## config.mk

```make
export PLATFORM = sky130hd
export DESIGN_NAME = rf_wr_arbiter
export DESIGN_NICKNAME = d
export VERILOG_FILES = /design/src/rtl/rf_arb_pkg.sv /design/src/rtl/rf_arb_fifo.sv /design/src/rtl/rf_wr_arbiter.sv
export SDC_FILE = /design/constraint.sdc
export NUM_CORES = 1
export LEC_CHECK = 0
export BUFFER_PORTS_ARGS = -buffer_cell sky130_fd_sc_hd__buf_2
export CAP_MARGIN = 25
export CORE_MARGIN = 3
export CORE_UTILIZATION = 52
export CTS_BUF_LIST = sky130_fd_sc_hd__clkbuf_16
export DETAILED_ROUTE_END_ITERATION = 8
export PLACE_DENSITY = 0.73
export REMOVE_ABC_BUFFERS = 1
export SETUP_SLACK_MARGIN = 0.2
export SYNTH_ARGS = -nofsm -noshare
export SYNTH_HDL_FRONTEND = slang
export SYNTH_SLANG_ARGS = --single-unit
```

## constraint.sdc

```tcl
create_clock -name clk -period 4 [get_ports clk]
set_input_delay 0.6 -clock clk [delete_from_list [all_inputs] [get_ports clk]]
set_output_delay 0.6 -clock clk [all_outputs]
set_load 0.02 [all_outputs]
```

## src/rtl/rf_arb_pkg.sv

```systemverilog
// Shared types and constants for the register-file write-port arbiter.
// Optional statistics outputs are enabled by defining RF_ARB_STATS_EN.
package rf_arb_pkg;

    localparam int REG_AW = 5;
    localparam int DATA_W = 32;

    typedef struct packed {
        logic [REG_AW-1:0] addr;
        logic [DATA_W-1:0] data;
        logic              dead;
    } entry_t;

    function automatic logic is_zero_reg(input logic [REG_AW-1:0] a);
        return (a == '0);
    endfunction

endpackage

```

## src/rtl/rf_arb_fifo.sv

```systemverilog
// Circular FIFO for long-latency register writes, with per-entry dead flags
// and a kill port that retires every live entry targeting a given register.
module rf_arb_fifo
    import rf_arb_pkg::*;
#(
    parameter  int DEPTH = 2,
    localparam int KW    = $clog2(DEPTH + 2)
) (
    input  logic              clk,
    input  logic              rst,
    input  logic              push,
    input  entry_t            push_entry,
    input  logic              pop,
    input  logic              kill_en,
    input  logic [REG_AW-1:0] kill_addr,
    output entry_t            head,
    output logic              empty,
    output logic              full,
    output logic [KW-1:0]     kill_num
);

    localparam int AW = $clog2(DEPTH);

    logic [AW-1:0]     rd_ptr_q, rd_ptr_d;
    logic [AW-1:0]     wr_ptr_q, wr_ptr_d;
    logic [DEPTH-1:0]  valid_q, valid_d;
    logic [DEPTH-1:0]  dead_q, dead_d;
    logic [REG_AW-1:0] addr_q [DEPTH];
    logic [REG_AW-1:0] addr_d [DEPTH];
    logic [DATA_W-1:0] data_q [DEPTH];
    logic [DATA_W-1:0] data_d [DEPTH];

    assign empty = ~|valid_q;
    assign full  = &valid_q;
    assign head  = '{addr: addr_q[rd_ptr_q], data: data_q[rd_ptr_q], dead: dead_q[rd_ptr_q]};

    always_comb begin
        valid_d  = valid_q;
        dead_d   = dead_q;
        addr_d   = addr_q;
        data_d   = data_q;
        rd_ptr_d = rd_ptr_q;
        wr_ptr_d = wr_ptr_q;
        kill_num = '0;

        for (int i = 0; i < DEPTH; i++) begin
            if (kill_en && valid_q[i] && !dead_q[i] && addr_q[i] == kill_addr) begin
                dead_d[i] = 1'b1;
                kill_num  = kill_num + KW'(1);
            end
        end

        if (pop && !empty) begin
            valid_d[rd_ptr_q] = 1'b0;
            rd_ptr_d          = rd_ptr_q + AW'(1);
        end

        // An entry arriving alongside a kill to its register is stale on arrival.
        if (push && !full) begin
            valid_d[wr_ptr_q] = 1'b1;
            addr_d[wr_ptr_q]  = push_entry.addr;
            data_d[wr_ptr_q]  = push_entry.data;
            dead_d[wr_ptr_q]  = push_entry.dead;
            if (kill_en && !push_entry.dead && push_entry.addr == kill_addr) begin
                dead_d[wr_ptr_q] = 1'b1;
                kill_num         = kill_num + KW'(1);
            end
            wr_ptr_d = wr_ptr_q + AW'(1);
        end
    end

    always_ff @(posedge clk) begin
        if (rst) begin
            rd_ptr_q <= '0;
            wr_ptr_q <= '0;
            valid_q  <= '0;
            dead_q   <= '0;
        end else begin
            rd_ptr_q <= rd_ptr_d;
            wr_ptr_q <= wr_ptr_d;
            valid_q  <= valid_d;
            dead_q   <= dead_d;
        end
    end

    // NOTE: payload storage is not reset; valid_q gates every use of it.
    always_ff @(posedge clk) begin
        addr_q <= addr_d;
        data_q <= data_d;
    end

endmodule

```

## src/rtl/rf_wr_arbiter.sv

```systemverilog
// Arbitrates the register-file write port between WB and the long-latency path,
// and tracks outstanding long-latency writes. Define RF_ARB_STATS_EN for counters.
module rf_wr_arbiter
    import rf_arb_pkg::*;
#(
    parameter int DEPTH    = 2,
    parameter int MAX_WAIT = 4
) (
    input  logic              clk,
    input  logic              rst,
    input  logic              pipe_we,
    input  logic [REG_AW-1:0] pipe_waddr,
    input  logic [DATA_W-1:0] pipe_wdata,
    output logic              pipe_stall,
    input  logic              lat_valid,
    output logic              lat_ready,
    input  logic [REG_AW-1:0] lat_waddr,
    input  logic [DATA_W-1:0] lat_wdata,
    input  logic              iss_mark,
    input  logic [REG_AW-1:0] iss_addr,
    input  logic [REG_AW-1:0] rs_addr,
    input  logic [REG_AW-1:0] rt_addr,
    output logic              rs_busy,
    output logic              rt_busy,
    output logic              rf_we,
    output logic [REG_AW-1:0] rf_waddr,
    output logic [DATA_W-1:0] rf_wdata
`ifdef RF_ARB_STATS_EN
    ,
    output logic [31:0]       stall_cnt,
    output logic [31:0]       kill_cnt
`endif
);

    localparam int         KW         = $clog2(DEPTH + 2);
    localparam logic [3:0] MAX_WAIT_C = 4'(MAX_WAIT);

    entry_t            head, push_entry;
    logic              fifo_empty, fifo_full;
    logic              push, pop, force_grant, wb_grant;
    logic [KW-1:0]     kill_num;

    logic [3:0]        wait_q, wait_d;
    logic [31:0]       busy_q, busy_d;
    logic              rf_we_q, rf_we_d;
    logic [REG_AW-1:0] rf_waddr_q, rf_waddr_d;
    logic [DATA_W-1:0] rf_wdata_q, rf_wdata_d;

    assign lat_ready   = !fifo_full;
    assign push        = lat_valid && !fifo_full;
    assign push_entry  = '{addr: lat_waddr, data: lat_wdata, dead: is_zero_reg(lat_waddr)};

    // A starved FIFO head overrides WB, which must re-present its request.
    assign force_grant = !fifo_empty && (wait_q == MAX_WAIT_C);
    assign wb_grant    = !force_grant && pipe_we && !is_zero_reg(pipe_waddr);
    assign pop         = force_grant || (!wb_grant && !fifo_empty);
    assign pipe_stall  = force_grant;

    rf_arb_fifo #(.DEPTH(DEPTH)) u_fifo (
        .clk        (clk),
        .rst        (rst),
        .push       (push),
        .push_entry (push_entry),
        .pop        (pop),
        .kill_en    (wb_grant),
        .kill_addr  (pipe_waddr),
        .head       (head),
        .empty      (fifo_empty),
        .full       (fifo_full),
        .kill_num   (kill_num)
    );

    always_comb begin
        rf_we_d    = 1'b0;
        rf_waddr_d = rf_waddr_q;
        rf_wdata_d = rf_wdata_q;
        if (wb_grant) begin
            rf_we_d    = 1'b1;
            rf_waddr_d = pipe_waddr;
            rf_wdata_d = pipe_wdata;
        end else if (pop && !head.dead) begin
            rf_we_d    = 1'b1;
            rf_waddr_d = head.addr;
            rf_wdata_d = head.data;
        end
    end

    always_comb begin
        if (fifo_empty || pop)
            wait_d = '0;
        else if (wait_q != MAX_WAIT_C)
            wait_d = wait_q + 4'd1;
        else
            wait_d = wait_q;
    end

    // Clears are applied before the set so an issue to the same register wins.
    always_comb begin
        busy_d = busy_q;
        if (pop && !head.dead)
            busy_d[head.addr] = 1'b0;
        if (kill_num != '0)
            busy_d[pipe_waddr] = 1'b0;
        if (iss_mark)
            busy_d[iss_addr] = 1'b1;
        busy_d[0] = 1'b0;
    end

    assign rs_busy  = busy_q[rs_addr];
    assign rt_busy  = busy_q[rt_addr];
    assign rf_we    = rf_we_q;
    assign rf_waddr = rf_waddr_q;
    assign rf_wdata = rf_wdata_q;

    // NOTE: sequential state uses non-blocking assignments so every flop samples pre-edge values.
    always_ff @(posedge clk) begin
        if (rst) begin
            wait_q     <= '0;
            busy_q     <= '0;
            rf_we_q    <= 1'b0;
            rf_waddr_q <= '0;
            rf_wdata_q <= '0;
        end else begin
            wait_q     <= wait_d;
            busy_q     <= busy_d;
            rf_we_q    <= rf_we_d;
            rf_waddr_q <= rf_waddr_d;
            rf_wdata_q <= rf_wdata_d;
        end
    end

`ifdef RF_ARB_STATS_EN
    logic [31:0] stall_cnt_q, stall_cnt_d;
    logic [31:0] kill_cnt_q, kill_cnt_d;

    always_comb begin
        stall_cnt_d = stall_cnt_q + ((pipe_stall && pipe_we) ? 32'd1 : 32'd0);
        kill_cnt_d  = kill_cnt_q + 32'(kill_num);
    end

    always_ff @(posedge clk) begin
        if (rst) begin
            stall_cnt_q <= '0;
            kill_cnt_q  <= '0;
        end else begin
            stall_cnt_q <= stall_cnt_d;
            kill_cnt_q  <= kill_cnt_d;
        end
    end

    assign stall_cnt = stall_cnt_q;
    assign kill_cnt  = kill_cnt_q;
`endif

endmodule

```

==> results by group, run 1 <==
Route
  • Antenna Nets Post-Route: 0
  • Drt initial violations: roughly 630
  • First drt pass iteration count: 7
  • Wire per inst: 19.36 um
  • Via count: about 6200
  • Total Wirelength: between 15000 and 20000 um
  • Drt drc: 0
  • Vias/cell: ~6.2

Synth
  • Number of synthesized flops with an enable pin: 74
  • Mapped Avg Cell Area: 10.46 sq um
  • Prevailing post-synth register cell: dfxtp_1
  • Post-synthesis sequential area ratio: 52.12%
  • Gate Count Post-Synth: 698
  • Most frequent cell after synthesis: nand2_1
  • Synth warn: 0
  • Synth top area cells: edfxtp_1 30%, dfxtp_1 22%, mux4_2 5.6%
  • Top cell type by total area after synthesis: edfxtp_1
  • Synth top area share: 30.45%
  • Synth top cells by count: 83 x nand2_1, 79 x dfxtp_1, 74 x edfxtp_1, 73 x a21oi_1, 48 x nor2_1
  • Synth Cell Area: 7298 sq um
  • Yosys reg bits: about 150
  • Async SR Flop Fraction: 0%
  • Count of cell types in the netlist: 42

CTS
  • Sink Count: 153
  • Hold_buf cts: 0
  • Post-CTS setup buffers: 0
  • H-tree lvl count: 4
  • CTS Buf Count: 17
  • Root Buffer: clkbuf_16
  • Clk_lat worst skew: 0.43 ns
  • CTS resizes: 0
  • Clock Pin Slew Worst Setup and Hold Paths: about 0.07 ns
  • CTS tree: built
  • Clk buf depth: 2

Critical path
  • Crit path cell chain: buf_2 -> mux4_2 -> mux4_2 -> mux2_2 -> buf_2
  • Worst Path Required: 3.40 ns
  • Worst Path Max Fanout: 9
  • Nature of the critical path startpoint: primary input
  • FF-to-FF path depth: 9
  • CP endpoint kind: output port
  • Reg-to-reg startpoint: u_fifo.valid_q[1]$_SDFF_PP0_
  • WP depth: 5
  • Critical Path Source: rt_addr[0]
  • Worst path buffer plus inverter count: 2
  • Slowest cell on crit path: mux4_2
  • Top delay family on crit path: multiplexers
  • Worst Path Arrival: 2.29 ns
  • Max incr delay on CP: 0.54 ns
  • Critical path class: primary input to output port

Cells and area
  • Layout area overhead: 18.50%
  • Filler Cell Count: 1083
  • Diodes inserted: 0
  • Ratio of cells with drive above 1 in the final layout: 27.09%
  • Cell area after layout: 8648 sq um
  • Final net count: a little over 900

STA
  • Setup violations, final: 0
  • Actual slew at the worst max-slew pin: 1.045 ns
  • Final setup margin: 1.112 ns
  • Tmin final: 2.888 ns
  • Max Clock Skew: 0.006647 ns
  • FMAX: 346.3 MHz
  • Setup_tns: 0 ns
  • Slew HR: 30.28%
  • Fin. max-slew vios: 0
  • Fin. Hold Viols: 0
  • RSZ-0062 raised after global routing: false
  • Final Cycle Share: between 70% and 80%

Die
  • Starting density of the core: 54.04%
  • Die Span Y: between 100 and 150 um
  • Io pins: 136
  • Width of the die: roughly 120 um
  • Die area: 15490 sq um
  • Row count: 42
  • Core area: between 10000 and 15000 sq um

Pwr
  • VDD IR max: 375.0 uV
  • LEAKAGE: between 0.003 and 0.004 uW
  • Pwr/cell area: 445.0 nW/um^2
  • Power Total: about 3800 uW

Hold path
  • Hold depth: 1
  • Hold Path Class: primary input to flop
  • Hold Path Origin: lat_wdata[18]

Status
  • Status: complete, no violations

Placed design
  • Gpl congestion: 0.9365
  • Hpwl dp: about 13000 um
  • IO buf count: 135
  • Dpl ws: between 0.8 and 0.9 ns
  • Placement Cell Area: ~8100 sq um

Global routing
  • Pin count of the biggest net entering global routing: 50
  • Total grt overflow: 0
  • Gr usage total: 24.67%
  • Vias in the first global route: between 6000 and 7000
  • First-pass GRT wire length: 30840 um
  • Initial antenna violation count: 1

Flow run
  • Max-cap viol count: 0
-- worst register-to-register path, cell delays in order (launching register included) --
cell and delay (ns):
dfxtp_1 0.35, nor2_2 0.64, o221ai_4 0.17, nor3_1 0.35, inv_1 0.09, ha_1 0.31
and2_1 0.17, mux2i_2 0.14, buf_4 0.37, a21oi_1 0.14
-- logic make-up after synthesis --
family	synth area share (%)
adders and majority gates	0.6858
xor gates and xnor gates	2.040
DFF	52.12
and+or+nand+nor	16.44
buffers and inverters	3.463
AOI/OAI and AO/OA	12.67
muxes	12.58
-- registers in the layout, summed over array words and instances, names as in the netlist --
| name | count |
|---|---|
| u_fifo.wr_ptr_q | 1 |
| u_fifo.rd_ptr_q | 1 |
| u_fifo.dead_q | 2 |
| u_fifo.addr_q | 10 |
| busy_q | 31 |
| rf_waddr | 5 |
| wait_q | 4 |
| u_fifo.valid_q | 2 |
| rf_we | 1 |
| rf_wdata | 32 |
| u_fifo.data_q | 64 |
-- final timing paths --
kind	endpoint	slack (ns)
hold / removal	u_fifo.data_q[18]$_DFFE_PP_	0.36
setup reg to reg	busy_q[10]$_SDFF_PP0_	1.15
setup / recovery	rt_busy	1.11
hold reg to reg	wait_q[0]$_SDFFE_PP0P_	0.50
-- report_power, final --
part | switching (uW) | internal (uW) | total [uW]
registers | 47.7 | 1750 | 1790
logic | 358 | 199 | 557
clock network | 684 | 816 | 1500
-- area by class of cell --
| type | count | area, sq um | share of cell area [%] |
|---|---|---|---|
| sequential | 153 | 3805 | 44.00 |
| clock inverter | 15 | 131.4 | 1.519 |
| inverter | 5 | 18.77 | 0.2170 |
| clock buffer | 17 | 425.4 | 4.919 |
| tap | 176 | 220.2 | 2.546 |
| multi-input combinational | 490 | 3269 | 37.80 |
| timing repair buffer | 147 | 778.2 | 8.999 |
-- metrics by stage --
step                std cells  util, %  hold slack (ns)
CTS                      1003    64.04           0.3432
finish                   1003    64.04           0.3567
floorplan                 648        -           0.4498
detailed placement        971    59.91           0.4975
global placement          969    59.71           0.4711
global route             1003    64.04           0.3397
-- placed cells by master, fill, tap and decap left out, types with 31 or more instances in the layout --
cell	Yosys	routed
buf_2	19	135
nand2_1	83	83
dfxtp_1	79	78
edfxtp_1	74	74
a21oi_1	73	73
nor2_1	48	46
nor3_1	43	43
mux2i_1	40	39
o211ai_1	35	35
a31oi_1	31	31
-- metal layers --
layer / wire (um) / track usage [%] / vias to the layer above
met5: 10 / 0 / -
met4: 445 / 9.929 / 2
met3: 1832 / 7.590 / 44
met2: 9289 / 39.85 / 353
met1: 7843 / 30.96 / 2930
li1: - / - / 2848
Note: power is estimated with default switching activity, not from simulation.
==> run 2: changes to the inputs <==
CORE_UTILIZATION = 50   (was 52)
PLACE_DENSITY = 0.74   (was 0.73)
clock period = 2.5 ns   (was 4 ns; I/O delays follow)
==> run 2 against run 1 <==
Effect of this change: the flow now finishes with violations (negative setup slack); first-iteration DRC count up 9.4%; flip-flop and latch count unchanged; clock skew up 0.0010 ns; die area up 3.8%; via count up 3.5%; critical path depth down 1; sequential share of layout area down 2.6 points; total power up 63%; non-clock buffer count up 35.
==> results by group, run 2 (same netlist as run 1, synthesis figures left out) <==
Status
  • Status: finished with violations (was complete, no violations)
  • Violated checks: negative setup slack

STA
  • Setup violations, final: 1 (was 0)
  • Final Cycle Share: 101.0%
  • Fin. Hold Viols: 0 (unchanged)
  • RSZ-0062 raised after global routing: true (was false)
  • Max Clock Skew: 0.007674 ns (was 0.006647 ns)
  • Slew HR: 30.77% (was 30.28%)
  • Actual slew at the worst max-slew pin: 1.037 ns (was 1.045 ns)
  • Final setup margin: -0.02470 ns (was 1.112 ns)
  • FMAX: 396.1 MHz
  • Tmin final: roughly 2.5 ns
  • Hold WS: 0.1394 ns (was 0.3567 ns)
  • Fin. max-slew vios: 0 (unchanged)

Global routing
  • Gr usage total: 25.91% (was 24.67%)
  • First-pass GRT wire length: 33040 um (was 30840 um)
  • Vias in the first global route: 6410 (was 6075)
  • Initial antenna violation count: 1 (unchanged)
  • Pin count of the biggest net entering global routing: 51 (was 50)
  • Total grt overflow: 0 (unchanged)

CTS
  • H-tree lvl count: 4 (unchanged)
  • Clk_lat worst skew: 0.43 ns (about the same)
  • Clock Pin Slew Worst Setup and Hold Paths: 0.06 ns (was 0.07 ns)
  • Sink Count: 153 (unchanged)
  • Hold_buf cts: 0 (unchanged)
  • Root Buffer: clkbuf_16 (unchanged)
  • CTS Buf Count: 17 (unchanged)
  • Clk buf depth: 2 (unchanged)
  • CTS tree: built (unchanged)

Cells and area
  • Area of the multi-input gates: 3452 sq um (was 3269 sq um)
  • Most frequent cells in the layout: 133 x buf_2, 83 x nand2_1, 74 x edfxtp_1 (was 135 x buf_2, 83 x nand2_1, 78 x dfxtp_1)
  • Largest Register: u_fifo.data_q (unchanged)
  • Ratio of cells with drive above 1 in the final layout: 36.08% (was 27.09%)
  • Diodes inserted: 0 (unchanged)
  • Cell area after layout: 9239 sq um (was 8648 sq um)
  • Most common cell after layout, fill and taps aside: buf_2 (unchanged)
  • Final net count: 947 (was 912)
  • Layout area overhead: 26.59% (was 18.50%)
  • Register area: 3822 sq um (was 3805 sq um)
  • Filler Cell Count: 1127 (was 1083)
  • Max FFs per register: 64 (unchanged)

Critical path
  • Worst Path Required: 2.12 ns (was 3.40 ns)
  • Worst Path Arrival: 2.15 ns (was 2.29 ns)
  • CP endpoint kind: output port (unchanged)
  • Worst Path Max Fanout: 3 (was 9)
  • Critical path class: flop to output port (was primary input to output port)
  • Nature of the critical path startpoint: flop (was primary input)

Die
  • Io pins: 136 (unchanged)
  • Die area: 16080 sq um (was 15490 sq um)
  • Width of the die: 126.8 um (was 124.5 um)
  • Die Span Y: 126.8 um (was 124.5 um)
  • Row count: 43 (was 42)
  • Core area: 14100 sq um (was 13510 sq um)
  • Starting density of the core: 51.78% (was 54.04%)

Placed design
  • IO buf count: 135 (unchanged)
  • Placement Cell Area: 8287 sq um (was 8092 sq um)
  • Hpwl dp: 13730 um (was 13410 um)
  • Gpl congestion: 0.9310 (was 0.9365)

Pwr
  • Power Total: 6279 uW (was 3849 uW)
  • LEAKAGE: 0.003336 uW (was 0.003129 uW)
  • VDD IR max: 493.2 uV (was 375.0 uV)
  • Pwr/cell area: 679.6 nW/um^2 (was 445.0 nW/um^2)

Route
  • First drt pass iteration count: 7 (unchanged)
  • Antenna Nets Post-Route: 0 (unchanged)
  • Drt drc: 0 (unchanged)
  • Drt initial violations: 686 (was 627)
  • Via count: 6392 (was 6177)
  • Total Wirelength: 20640 um (was 19420 um)
  • Vias/cell: 6.134 (was 6.159)
  • Wire per inst: 19.81 um (was 19.36 um)

Flow run
  • Max-cap viol count: 0 (unchanged)

Hold path
  • Hold Path Class: primary input to flop (unchanged)
## run 2: changes by cell type in the layout (fill, tap and decap cells not counted), sizes merged
cell	change
inv	+1
clkbuf	+1
buf	+34
clkinv	-2
bufinv	+1
## run 2: routing by layer
layer  track usage [%]  routed length (um)
met1             33.71                8245
met2             40.38                9570
met3             7.495                2144
met4             11.48                 669
met5                 0                  13
## run 2: layout make-up
cell class	count	share of cell area, %
inverters	5	0.2031
flip-flops and latches	153	41.37
clock inverters	15	1.503
well taps	180	2.438
clock buffers	17	4.605
repair buffers	182	12.51
multi-input cells	490	37.36
## run 2: power by group
| part | switching [uW] | leakage [uW] | total [uW] | internal, uW |
|---|---|---|---|---|
| logic | 588 | 0.00171 | 945 | 357 |
| clock network | 1070 | 0.000282 | 2460 | 1390 |
| registers | 79.3 | 0.00135 | 2870 | 2790 |
## run 2: worst max-delay path, cell delays in order, from the launching register on
cell     delay, ns
dfxtp_1       0.35
mux4_2        0.49
mux4_2        0.49
mux2_4        0.27
buf_6         0.13
## run 2: path summary, 6_finish.rpt
kind	from	cells past startpoint	endpoint	slack, ns
hold / removal	lat_wdata[30]	1	u_fifo.data_q[30]$_DFFE_PP_	0.14
setup / recovery	busy_q[25]$_SDFF_PP0_	4	rt_busy	-0.02
setup reg to reg	wait_q[0]$_SDFFE_PP0P_	13	busy_q[21]$_SDFF_PP0_	0.10
hold reg to reg	wait_q[0]$_SDFFE_PP0P_	2	wait_q[0]$_SDFFE_PP0P_	0.54
## run 2: repair_timing
item | 4_1_cts | 5_1_grt
resized for setup | 27 | 41
endpoints found under the setup margin | 33 | 33
buffers inserted | 9 | 1
pin swaps | 6 | 5
gates cloned | 2 | 1
## run 2: stage by stage
| stage | setup WS, ns | util (%) | std cells | TNS, ns |
|---|---|---|---|---|
| 2_1_floorplan | -2.641 | - | 648 | -173.25 |
| 3_3_place_gp | 0.04651 | 58.79 | 997 | 0 |
| 3_5_place_dp | 0.03780 | 58.79 | 997 | 0 |
| 4_1_cts | 0.002776 | 64.26 | 1040 | 0 |
| 5_1_grt | -0.05673 | 65.54 | 1042 | -0.2252 |
| 6_report | -0.02470 | 65.54 | 1042 | -0.02470 |
==> run 3: changes to the inputs <==
SKIP_LAST_GASP = 1   (was not set)
==> run 3 against run 2 <==
Effect of this change: the run still ends with negative setup slack left; maximum frequency fell by 0.25%; combinational power barely moved; largest power group unchanged; clock skew rose by 0.0013 ns; flip-flop and latch count did not move; clock-buffer cell count did not move; die area did not move.
==> results by group, run 3 (same netlist as run 1, synthesis figures left out) <==
Status
  • Status: finished with violations (unchanged)
  • Violated checks: negative setup slack (unchanged)

CTS
  • Sink Count: 153 (unchanged)
  • Root Buffer: clkbuf_16 (unchanged)
  • CTS tree: built (unchanged)
  • Clk buf depth: 2 (unchanged)
  • CTS Buf Count: 17 (unchanged)
  • Hold_buf cts: 0 (unchanged)
  • H-tree lvl count: 4 (unchanged)
  • Clk_lat worst skew: 0.43 ns (about the same)
  • Clock Pin Slew Worst Setup and Hold Paths: 0.07 ns (was 0.06 ns)

Route
  • Drt drc: 0 (unchanged)
  • Wire per inst: 19.88 um (was 19.81 um)
  • Via count: 6393 (was 6392)
  • Total Wirelength: 20710 um (was 20640 um)
  • Antenna Nets Post-Route: 0 (unchanged)
  • First drt pass iteration count: 8 (was 7)
  • Drt initial violations: 715 (was 686)
  • Vias/cell: 6.135 (was 6.134)

STA
  • Fin. Hold Viols: 0 (unchanged)
  • RSZ-0062 raised after global routing: true (unchanged)
  • Final Cycle Share: 101.2% (was 101.0%)
  • Final setup margin: -0.03111 ns (was -0.02470 ns)
  • Fin. max-slew vios: 0 (unchanged)
  • Setup_tns: -0.03111 ns (was -0.02470 ns)
  • Slew HR: 28.34% (was 30.77%)
  • Actual slew at the worst max-slew pin: 1.074 ns (was 1.037 ns)
  • Tmin final: 2.531 ns (was 2.525 ns)
  • FMAX: 395.1 MHz (was 396.1 MHz)
  • Setup violations, final: 1 (unchanged)
  • Max Clock Skew: 0.008992 ns (was 0.007674 ns)

Global routing
  • Initial antenna violation count: 1 (unchanged)
  • Total grt overflow: 0 (unchanged)
  • First-pass GRT wire length: 33040 um (unchanged)
  • Vias in the first global route: 6410 (unchanged)
  • Gr usage total: 25.91% (unchanged)
  • Pin count of the biggest net entering global routing: 51 (unchanged)

Die
  • Starting density of the core: 51.78% (unchanged)
  • Die Span Y: 126.8 um (unchanged)
  • Core area: 14100 sq um (unchanged)
  • Die area: 16080 sq um (unchanged)
  • Io pins: 136 (unchanged)
  • Row count: 43 (unchanged)
  • Width of the die: 126.8 um (unchanged)

Cells and area
  • Ratio of cells with drive above 1 in the final layout: 35.73% (was 36.08%)
  • Final core utilization: 65.52% (was 65.54%)
  • Diodes inserted: 0 (unchanged)
  • Layout area overhead: 26.54% (was 26.59%)
  • Most frequent cells in the layout: 133 x buf_2, 83 x nand2_1, 74 x edfxtp_1 (unchanged)
  • Final net count: 947 (unchanged)
  • Largest Register: u_fifo.data_q (unchanged)
  • Cell area after layout: 9235 sq um (was 9239 sq um)
  • Most common cell after layout, fill and taps aside: buf_2 (unchanged)
  • Max FFs per register: 64 (unchanged)

Critical path
  • Nature of the critical path startpoint: flop (unchanged)
  • Worst Path Arrival: 2.16 ns (was 2.15 ns)
  • Slowest cell on crit path: mux4_2 (unchanged)
  • Worst Path Required: 2.12 ns (about the same)
  • Crit path cell chain: mux4_2 -> mux4_2 -> mux2_4 -> buf_6 (unchanged)
  • CP endpoint kind: output port (unchanged)
  • Critical path class: flop to output port (unchanged)
  • Worst Path Max Fanout: 3 (unchanged)
  • FF-to-FF path depth: 13 (unchanged)
  • Most frequent CP cell: mux4_2 (unchanged)
  • Max incr delay on CP: 0.49 ns (about the same)

Placed design
  • Placement Cell Area: 8287 sq um (unchanged)
  • IO buf count: 135 (unchanged)
  • Gpl congestion: 0.9310 (unchanged)
  • Hpwl dp: 13730 um (unchanged)
  • Dpl ws: 0.03780 ns (unchanged)

Pwr
  • VDD IR max: 496.0 uV (was 493.2 uV)
  • Pwr/cell area: 681.0 nW/um^2 (was 679.6 nW/um^2)
  • Power Total: 6289 uW (was 6279 uW)
  • LEAKAGE: 0.003334 uW (was 0.003336 uW)

Flow run
  • Max-cap viol count: 0 (unchanged)

Hold path
  • Hold Path Class: primary input to flop (unchanged)
  • Hold depth: 1 (unchanged)
==> run 3: cell counts in the layout (fill, tap and decap cells not counted) <==
No cell type changed its count.
==> run 3: final timing paths <==
check	from	to	slack, ns
min reg2reg	wait_q[0]$_SDFFE_PP0P_	wait_q[0]$_SDFFE_PP0P_	0.54
max reg2reg	wait_q[0]$_SDFFE_PP0P_	busy_q[14]$_SDFF_PP0_	0.10
max	busy_q[25]$_SDFF_PP0_	rt_busy	-0.03
min	lat_wdata[15]	u_fifo.data_q[47]$_DFFE_PP_	0.14
==> run 3: timing repair <==
| action | 4_1_cts | 5_1_grt |
|---|---|---|
| resized for setup | 27 | 38 |
| setup endpoints to repair | 33 | 33 |
| buffers inserted | 9 | 1 |
| pin swaps | 6 | 5 |
| cloned | 2 | 1 |
| endpoints found under the hold margin | 0 | 0 |
==> run 3: area by class of cell <==
class	instances	area [sq um]
Tap cell	180	225.2
Sequential cell	153	3819
Fill cell	1128	4861
Timing Repair Buffer	182	1156
Multi-Input combinational cell	490	3452
Clock buffer	17	425.4
Clock inverter	15	138.9
Inverter	5	18.77
==> run 3: critical path: cells and delay by family (launching register included) <==
kind | cells | cell delay, ns
flip-flops | 1 | 0.35
multiplexers | 3 | 1.25
buffers and inverters | 1 | 0.13
==> run 3: stage by stage <==
stage,cells,hold WS (ns)
2_1_floorplan,648,0.4441
3_3_place_gp,997,0.4576
3_5_place_dp,997,0.4768
4_1_cts,1040,0.1205
5_1_grt,1042,0.1262
6_report,1042,0.1362
==> run 3: power by group <==
group | switching, uW | total [uW] | internal [uW] | leakage (uW)
combinational | 588 | 946 | 357 | 0.00171
sequential | 79.2 | 2870 | 2790 | 0.00135
clock | 1080 | 2470 | 1390 | 0.000282
==> run 3: routing by layer <==
| layer | GRT usage [%] | vias to the layer above | wire length, um |
|---|---|---|---|
| met5 | 0 | - | 13 |
| met2 | 40.38 | 354 | 9594 |
| met3 | 7.495 | 71 | 1991 |
| li1 | - | 2918 | - |
| met4 | 11.48 | 2 | 689 |
| met1 | 33.71 | 3048 | 8426 |
